$ cat src/rtl/jtmx5k_romarb_if.sv
// Bus bundle between the MX5000 ROM clients, the ROM read arbiter and the
// SDRAM controller read port.
interface jtmx5k_romarb_if #(
  parameter int AW = 18
);
  logic            downloading;
  logic [3:0]      slot_cs;
  logic [4*AW-1:0] slot_addr;
  logic [3:0]      slot_ok;
  logic [63:0]     slot_dout;
  logic            sdram_req;
  logic [21:0]     sdram_addr;
  logic            sdram_ack;
  logic            data_rdy;
  logic [15:0]     data_read;

  modport slave (
    input  downloading, slot_cs, slot_addr, sdram_ack, data_rdy, data_read,
    output slot_ok, slot_dout, sdram_req, sdram_addr
  );

  modport master (
    output downloading, slot_cs, slot_addr, sdram_ack, data_rdy, data_read,
    input  slot_ok, slot_dout, sdram_req, sdram_addr
  );
endinterface

$ cat src/rtl/jtmx5k_romarb.sv
// Four-slot SDRAM read arbiter: one-word cache per slot, round-robin grant,
// a single outstanding SDRAM read at a time.
module jtmx5k_romarb #(
  parameter int          AW      = 18,
  parameter logic [21:0] OFFSET0 = 22'h000000,
  parameter logic [21:0] OFFSET1 = 22'h000000,
  parameter logic [21:0] OFFSET2 = 22'h000000,
  parameter logic [21:0] OFFSET3 = 22'h000000
) (
  input  logic             clk,
  input  logic             rst_n,
  jtmx5k_romarb_if.slave   bus
);

  localparam logic [1:0] ST_IDLE = 2'd0;
  localparam logic [1:0] ST_REQ  = 2'd1;
  localparam logic [1:0] ST_WAIT = 2'd2;

  logic [1:0]    state_q, state_d;
  logic [1:0]    rr_q, rr_d;
  logic [1:0]    gnt_q, gnt_d;
  logic          req_q, req_d;
  logic [21:0]   addr_q, addr_d;
  logic [AW-1:0] tag_next_q, tag_next_d;
  logic [3:0]    valid_q, valid_d;
  logic [AW-1:0] tag_q [4];
  logic [AW-1:0] tag_d [4];
  logic [15:0]   dout_q [4];
  logic [15:0]   dout_d [4];

  logic [AW-1:0] saddr [4];
  logic [3:0]    hit;
  logic [3:0]    pending;
  logic [1:0]    pick;

  function automatic logic [21:0] slot_offset(input logic [1:0] n);
    case (n)
      2'd0:    slot_offset = OFFSET0;
      2'd1:    slot_offset = OFFSET1;
      2'd2:    slot_offset = OFFSET2;
      default: slot_offset = OFFSET3;
    endcase
  endfunction

  // Hits are purely combinational so a cached word is served with no delay.
  always_comb begin
    for (int n = 0; n < 4; n++) begin
      saddr[n] = bus.slot_addr[n*AW +: AW];
      hit[n]   = bus.slot_cs[n] & valid_q[n] & (saddr[n] == tag_q[n]);
    end
    pending = bus.slot_cs & ~hit;
  end

  // Scan downwards so the slot closest after rr_q wins; rr_q itself is last.
  always_comb begin
    pick = rr_q;
    for (int k = 4; k >= 1; k--) begin
      if (pending[2'(rr_q + 2'(k))]) pick = 2'(rr_q + 2'(k));
    end
  end

  always_comb begin
    state_d    = state_q;
    rr_d       = rr_q;
    gnt_d      = gnt_q;
    req_d      = req_q;
    addr_d     = addr_q;
    tag_next_d = tag_next_q;
    valid_d    = valid_q;
    tag_d      = tag_q;
    dout_d     = dout_q;
    if (bus.downloading) begin
      state_d = ST_IDLE;
      req_d   = 1'b0;
      valid_d = 4'd0;
    end else begin
      case (state_q)
        ST_IDLE: begin
          if (|pending) begin
            gnt_d      = pick;
            rr_d       = pick;
            addr_d     = slot_offset(pick) + 22'(saddr[pick]);
            tag_next_d = saddr[pick];
            req_d      = 1'b1;
            state_d    = ST_REQ;
          end
        end
        ST_REQ: begin
          if (bus.sdram_ack) begin
            req_d   = 1'b0;
            state_d = ST_WAIT;
          end
        end
        ST_WAIT: begin
          // The fill uses the captured tag, so an address change meanwhile misses.
          if (bus.data_rdy) begin
            dout_d[gnt_q]  = bus.data_read;
            tag_d[gnt_q]   = tag_next_q;
            valid_d[gnt_q] = 1'b1;
            state_d        = ST_IDLE;
          end
        end
        default: state_d = ST_IDLE;
      endcase
    end
  end

  always_ff @(posedge clk or negedge rst_n) begin
    if (!rst_n) begin
      state_q    <= ST_IDLE;
      rr_q       <= 2'd3;
      gnt_q      <= 2'd0;
      req_q      <= 1'b0;
      addr_q     <= 22'd0;
      tag_next_q <= '0;
      valid_q    <= 4'd0;
      for (int n = 0; n < 4; n++) begin
        tag_q[n]  <= '0;
        dout_q[n] <= 16'd0;
      end
    end else begin
      state_q    <= state_d;
      rr_q       <= rr_d;
      gnt_q      <= gnt_d;
      req_q      <= req_d;
      addr_q     <= addr_d;
      tag_next_q <= tag_next_d;
      valid_q    <= valid_d;
      tag_q      <= tag_d;
      dout_q     <= dout_d;
    end
  end

  always_comb begin
    for (int n = 0; n < 4; n++) bus.slot_dout[n*16 +: 16] = dout_q[n];
  end

  assign bus.slot_ok    = hit;
  assign bus.sdram_req  = req_q;
  assign bus.sdram_addr = addr_q;

endmodule
$ cat src/flat_wrapper.sv
// flat-port wrapper written by rule: the top's interface ports become plain ports
module jtmx5k_romarb_flat 
#(
  parameter int          AW      = 18,
  parameter logic [21:0] OFFSET0 = 22'h000000,
  parameter logic [21:0] OFFSET1 = 22'h000000,
  parameter logic [21:0] OFFSET2 = 22'h000000,
  parameter logic [21:0] OFFSET3 = 22'h000000
)
  (clk, rst_n, bus_downloading, bus_slot_cs, bus_slot_addr, bus_sdram_ack, bus_data_rdy, bus_data_read, bus_slot_ok, bus_slot_dout, bus_sdram_req, bus_sdram_addr);
  jtmx5k_romarb_if #(.AW(AW)) bus_i ();
  input  logic clk;
  input  logic rst_n;
  input wire logic [$bits(bus_i.downloading)-1:0] bus_downloading;
  input wire logic [$bits(bus_i.slot_cs)-1:0] bus_slot_cs;
  input wire logic [$bits(bus_i.slot_addr)-1:0] bus_slot_addr;
  input wire logic [$bits(bus_i.sdram_ack)-1:0] bus_sdram_ack;
  input wire logic [$bits(bus_i.data_rdy)-1:0] bus_data_rdy;
  input wire logic [$bits(bus_i.data_read)-1:0] bus_data_read;
  output wire logic [$bits(bus_i.slot_ok)-1:0] bus_slot_ok;
  output wire logic [$bits(bus_i.slot_dout)-1:0] bus_slot_dout;
  output wire logic [$bits(bus_i.sdram_req)-1:0] bus_sdram_req;
  output wire logic [$bits(bus_i.sdram_addr)-1:0] bus_sdram_addr;
  assign bus_i.downloading = bus_downloading;
  assign bus_i.slot_cs = bus_slot_cs;
  assign bus_i.slot_addr = bus_slot_addr;
  assign bus_i.sdram_ack = bus_sdram_ack;
  assign bus_i.data_rdy = bus_data_rdy;
  assign bus_i.data_read = bus_data_read;
  assign bus_slot_ok = bus_i.slot_ok;
  assign bus_slot_dout = bus_i.slot_dout;
  assign bus_sdram_req = bus_i.sdram_req;
  assign bus_sdram_addr = bus_i.sdram_addr;
  jtmx5k_romarb #(.AW(AW), .OFFSET0(OFFSET0), .OFFSET1(OFFSET1), .OFFSET2(OFFSET2), .OFFSET3(OFFSET3)) u_core (.clk(clk), .rst_n(rst_n), .bus(bus_i));
endmodule
$ cat config.mk
export PLATFORM = sky130hd
export DESIGN_NAME = jtmx5k_romarb_flat
export DESIGN_NICKNAME = d
export VERILOG_FILES = /design/src/rtl/jtmx5k_romarb_if.sv /design/src/rtl/jtmx5k_romarb.sv /design/src/flat_wrapper.sv
export SDC_FILE = /design/constraint.sdc
export NUM_CORES = 1
export LEC_CHECK = 0
export ABC_AREA = 1
export CORE_MARGIN = 8
export CORE_UTILIZATION = 50
export CTS_CLUSTER_SIZE = 12
export DETAILED_ROUTE_END_ITERATION = 12
export GPL_TIMING_DRIVEN = 0
export PLACE_DENSITY = 0.79
export RECOVER_POWER = 25
export SYNTH_ARGS = -nofsm -noshare
export SYNTH_HDL_FRONTEND = slang
export SYNTH_SLANG_ARGS = --single-unit
$ cat constraint.sdc
create_clock -name clk -period 3.4 [get_ports clk]
set_input_delay 0.85 -clock clk [delete_from_list [all_inputs] [get_ports clk]]
set_output_delay 0.85 -clock clk [all_outputs]
set_load 0.1 [all_outputs]
# Yosys cells after proc, flatten, opt, wreduce, memory -nomap -nowiden

Index checks and enable logic that the tools add are counted.

Flip-flop bits (word level): 187
Input port bits: 97
Output and inout port bits: 91
Logic and storage cells: 97

$add $sub $neg: 4
$lt $le $gt $ge: 8
Equal/unequal tests: 9
Multiplexer cells: 35
Bitwise gates (word level): 14
Reduce and logical (&&, ||, !) cells: 12

Operators with widths:

| operator                                                                     | number |
|---|---|
| 72-bit bitwise mux                                                           | 1 |
| 18-bit == test                                                               | 4 |
| 22-bit 2-to-1 mux                                                            | 3 |
| 64-bit bitwise mux                                                           | 1 |
| 18-bit 2-to-1 mux                                                            | 3 |
| 18-bit binary-select mux with 2-bit select                                   | 1 |
| 18-bit demux with 2-bit select                                               | 1 |
| 16-bit demux with 2-bit select                                               | 1 |
| 22-bit by 18-bit adder with 22-bit output                                    | 1 |
| 16-bit 2-to-1 mux                                                            | 1 |
| 2-bit 2-to-1 mux                                                             | 7 |
| 2-bit by 3-bit less-than comparator with 1-bit output, second input constant | 4 |
| 4-bit 2-to-1 mux                                                             | 3 |
| 3-bit AND reduction                                                          | 4 |
| 1-bit bitwise AND                                                            | 8 |
| 1-bit 2-to-1 mux                                                             | 7 |
| 1-bit binary-select mux with 2-bit select                                    | 3 |
| 3-bit greater-or-equal comparator, second input constant                     | 2 |
| 3-bit inequality test, second input constant                                 | 2 |
| 2-bit inverter with 3-bit output                                             | 2 |
| 2-bit one-hot mux with 3 select lines                                        | 1 |
| 2-bit adder, second input constant                                           | 2 |
| 4-bit bitwise AND                                                            | 1 |
| 4-bit inverter                                                               | 1 |
| other kinds (16)                                                             | 18 |

# Longest topological paths before layout

Depth after elaboration: 14
Mapped depth: 21
Depth with buffers taken out: 20

# Worst setup path before layout

No wires, ideal clock.

Path kind: input port to output port
From: input bus_slot_addr[14]
To: output bus_slot_ok[0]
Arrival time: 4.250 ns
Data required time: 2.550 ns
Slack: -1.700 ns
Cell stages on the path: 5
Path buffers: 0
Cells stage by stage: inv_1 -> nand2_1 -> nand2_1 -> a2111o_1 -> nor4_1

Cells in the longest elaborated chain, start to end: 2

RTL lines:

| what              | line                | RTL |
|---|---|---|
| start, declared   | flat_wrapper.sv:16  | `input wire logic [$bits(bus_i.slot_addr)-1:0] bus_slot_addr;` |
| 18-bit == test    | jtmx5k_romarb.sv:49 | `hit[n] = bus.slot_cs[n] & valid_q[n] & (saddr[n] == tag_q[n]);` |
| 1-bit bitwise AND | jtmx5k_romarb.sv:49 |  |
| end, declared     | flat_wrapper.sv:20  | `output wire logic [$bits(bus_i.slot_ok)-1:0] bus_slot_ok;` |

Every way passes these cells.

# Final worst setup path

From: input bus_slot_cs[0]
To: output bus_slot_ok[0]

Cells in the longest elaborated chain, start to end: 2

RTL lines:

| what                           | line                | RTL |
|---|---|---|
| start, declared                | flat_wrapper.sv:15  | `input wire logic [$bits(bus_i.slot_cs)-1:0] bus_slot_cs;` |
| 1-bit bitwise AND (2 in a row) | jtmx5k_romarb.sv:49 |  |

Every way passes these cells.

==> results.ini <==
[logic_synthesis]
yosys.area.top_type = dfrtp_1
yosysMostFrequentCell = nand2_1
ys_seq_area_frac = 0.467
ys_warn_count = 0
synth-compound-area-share = 0.0941
ys_ff_latch = 165
ys.flop_type = dfrtp_1
synthArstFlopShare = 1.00
synth_mux_area_frac = 0
synthXorXnorAreaFrac = 0.0109
synth_area_sq_mm = 0.00884
netlist_top_cells_count = 466 x nand2_1, 163 x dfrtp_1, 160 x inv_1
synth_top_family_by_area = simple AND/OR/NAND/NOR gates
synth_area_per_cell_sq_um = 7.33
synthAdderAreaFrac = 0
synth.area.top_cells = dfrtp_1 46%, nand2_1 20%, o21ai_0 8.5%
ys_types = 37
synth_edf_count = 0
synth-simple-area-share = 0.322
synth_cells = 1207
synth.top_cell.area_share = 0.461

[sta]
finalClockSkew_ns = 0.00969
timing.hold.ws_ns = 0.485
setup_violations = 0
period_needed_ns = 3.35
tightestPinTransition_ns = 2.46
timing.final.crit_share = 0.985
finalHoldViolCount = 0
max_slew_margin = -0.637
timing.fmax_mhz = 299
rsz0062_at_grt = false
slew_violations = 45

[grt]
grt_pass1_vias = 8491
antenna_found_initial = 0
grt_max_degree = 122
globalRouteOverflowTotal = 0
grt_first_pass_wirelength_um = 46100
grt_util_all_layers = 0.268

[clocking]
cts_tree = built
clk_latency_ns = 0.43
clk_path_buf_depth = 2
cts_root_buf = clkbuf_16
cts_max_level = 4
cts_hold_buffers = 0
path_clk_slew_ns = 0.06
cts_made_buffers = 17
cts_setup_buffers = 0
cts.sinks = 165

[setup_path]
worstPathArrival_ns = 2.50
crit_path_end_kind = output pin
slowest_delay_ns = 0.62
path_max_fanout = 5
worstSetupPathType = input port to output pin
critPathLaunchType = input port
critPathSlowestCell = clkdlybuf4s50_1
path_cells = clkdlybuf4s50_1 > nand4_1 > nor4_1 > nand3b_1 > nor4_4 > buf_6
critPathBufInv = 2
critPathRequiredTime_ns = 2.55
path_delay_family = buffers and inverters

[power]
swShare = 0.537
powerDensity_mw_per_mm2 = 1140
p_switching_mw = 7.18
internal_power_mw = 6.19
seqPwrFrac = 0.247
peakVddDrop_v = 0.000946
p_clk_frac = 0.158
finalPower_mw = 13.4
combPwrFrac = 0.595
power.leakage_nw = 5.93

[worst_hold_path]
hold_class = flip-flop to flip-flop

[placement]
globalplace.congestion = 0.949
dpl.hpwl_um = 22900
dpl_cell_area_sq_mm = 0.0110
port_buffers = 182
post-place-cells = 1618

[die]
pin_count = 188
die_area_sq_mm = 0.0222
coreArea_sq_mm = 0.0173
row_count = 48
start_util = 0.511
dieWidth_um = 149
die_h_um = 149

[finish]
final_nets = 1509
final_cells = 1650
area_delta_synth_final_pct = 32.2
final_area_sq_mm = 0.0117
drive_gt1_frac = 0.0772
n_antenna_cell = 0

[status]
outcome = complete, but fails checks
violations = max-capacitance violations, max-slew violations

[detailed_routing]
firstDrtPassIters = 6
ant_nets = 0
via_count = 8604
routedWlPerCell_um = 17.9
routed_wl_um = 29500
via_per_inst = 5.21
drc = 0
drt-initial-drc-count = 918

[flow_run]
max_cap_violations = 1

-- power groups by stage --
stage / clock network, mW / logic, mW / registers [mW]
2_1_floorplan: 0 / 3.12 / 5.99
3_3_place_gp: 0 / 7.77 / 3.27
3_5_place_dp: 0 / 7.87 / 3.30
4_1_cts: 2.13 / 7.93 / 3.28
5_1_grt: 2.21 / 8.49 / 3.39
6_report: 2.11 / 7.95 / 3.30
-- flip-flops by register name, summed over array words and instances (netlist names) --
name / count
u_core.tag_q: 72
u_core.state_q: 2
u_core.bus.sdram_addr: 18
u_core.bus.slot_dout: 64
u_core.bus.sdram_req: 1
u_core.gnt_q: 2
u_core.valid_q: 4
u_core.rr_q: 2
-- final timing paths --
path                            depth (start not counted)                        end                     start  slack [ns]
worst min register to register                          2   u_core.bus.slot_dout[32]  u_core.bus.slot_dout[32]        0.48
worst max-delay path                                    6             bus_slot_ok[0]            bus_slot_cs[0]        0.05
worst max register to register                         19  u_core.bus.sdram_addr[12]          u_core.tag_q[32]        0.80
min in group asynchronous                               1   u_core.bus.slot_dout[34]                     rst_n        1.16
max in group asynchronous                               2           u_core.tag_q[38]                     rst_n        0.75
worst min-delay path                                    2   u_core.bus.slot_dout[32]  u_core.bus.slot_dout[32]        0.48
-- per-layer routing --
layer / share of wire / track usage / wire length [um] / vias up
li1: - / - / - / 4139
met1: 0.40 / 0.329 / 11800 / 4021
met2: 0.47 / 0.434 / 14000 / 384
met3: 0.095 / 0.0804 / 2800 / 60
met4: 0.032 / 0.113 / 932 / 0
met5: 0 / 0 / 0 / -
-- worst min-delay path: stages (launching register included) --
cell and delay [ns]:
dfrtp_1 0.34, nand2_1 0.05, o21ai_0 0.06
-- through the flow --
step / util / setup WS [ns] / TNS, ns
final: 0.676 / 0.0500 / 0
after global routing: 0.676 / 0.00609 / 0
after CTS: 0.673 / -0.0536 / -0.0536
after detailed placement: 0.636 / -0.941 / -15.06
after global placement: 0.634 / -5.31 / -883.32
after floorplan: - / 0.0701 / 0
-- cells in the final DEF, fill, tap and decap left out, drive strengths merged, types with 2 or more instances in the layout --
master / n
nand2: 475
clkdlybuf4s50: 168
inv: 166
dfrtp: 163
o21ai: 151
nand3: 98
nor2: 64
clkbuf: 53
buf: 27
dlymetal6s2s: 9
xor2: 8
a21oi: 7
nand4: 6
nor3: 4
conb: 4
bufinv: 4
xnor2: 3
clkinv: 3
nor4: 3
o2111ai: 2
dfstp: 2
-- final cells by class --
cell class	count	area, sq um
Fill cell	1504	5610
Buffer	52	319
Tap cell	225	282
Sequential cell	165	4130
Timing Repair Buffer	183	1880
Clock buffer	22	474
Inverter	164	619
Clock inverter	10	168
Multi-Input combinational cell	829	3820
-- repair_timing --
action / 4_1_cts / 5_1_grt
resized for setup: 25 / 21
pin swaps: 0 / 3
setup endpoints to repair: 4 / 31
-- cell families after synthesis --
| logic type | count (synthesis) |
|---|---|
| compound gates | 162 |
| xor+xnor | 11 |
| buf+inv | 216 |
| flops | 165 |
| other cells | 1 |
| simple gates | 652 |
Note: power is estimated with default switching activity, not from simulation.
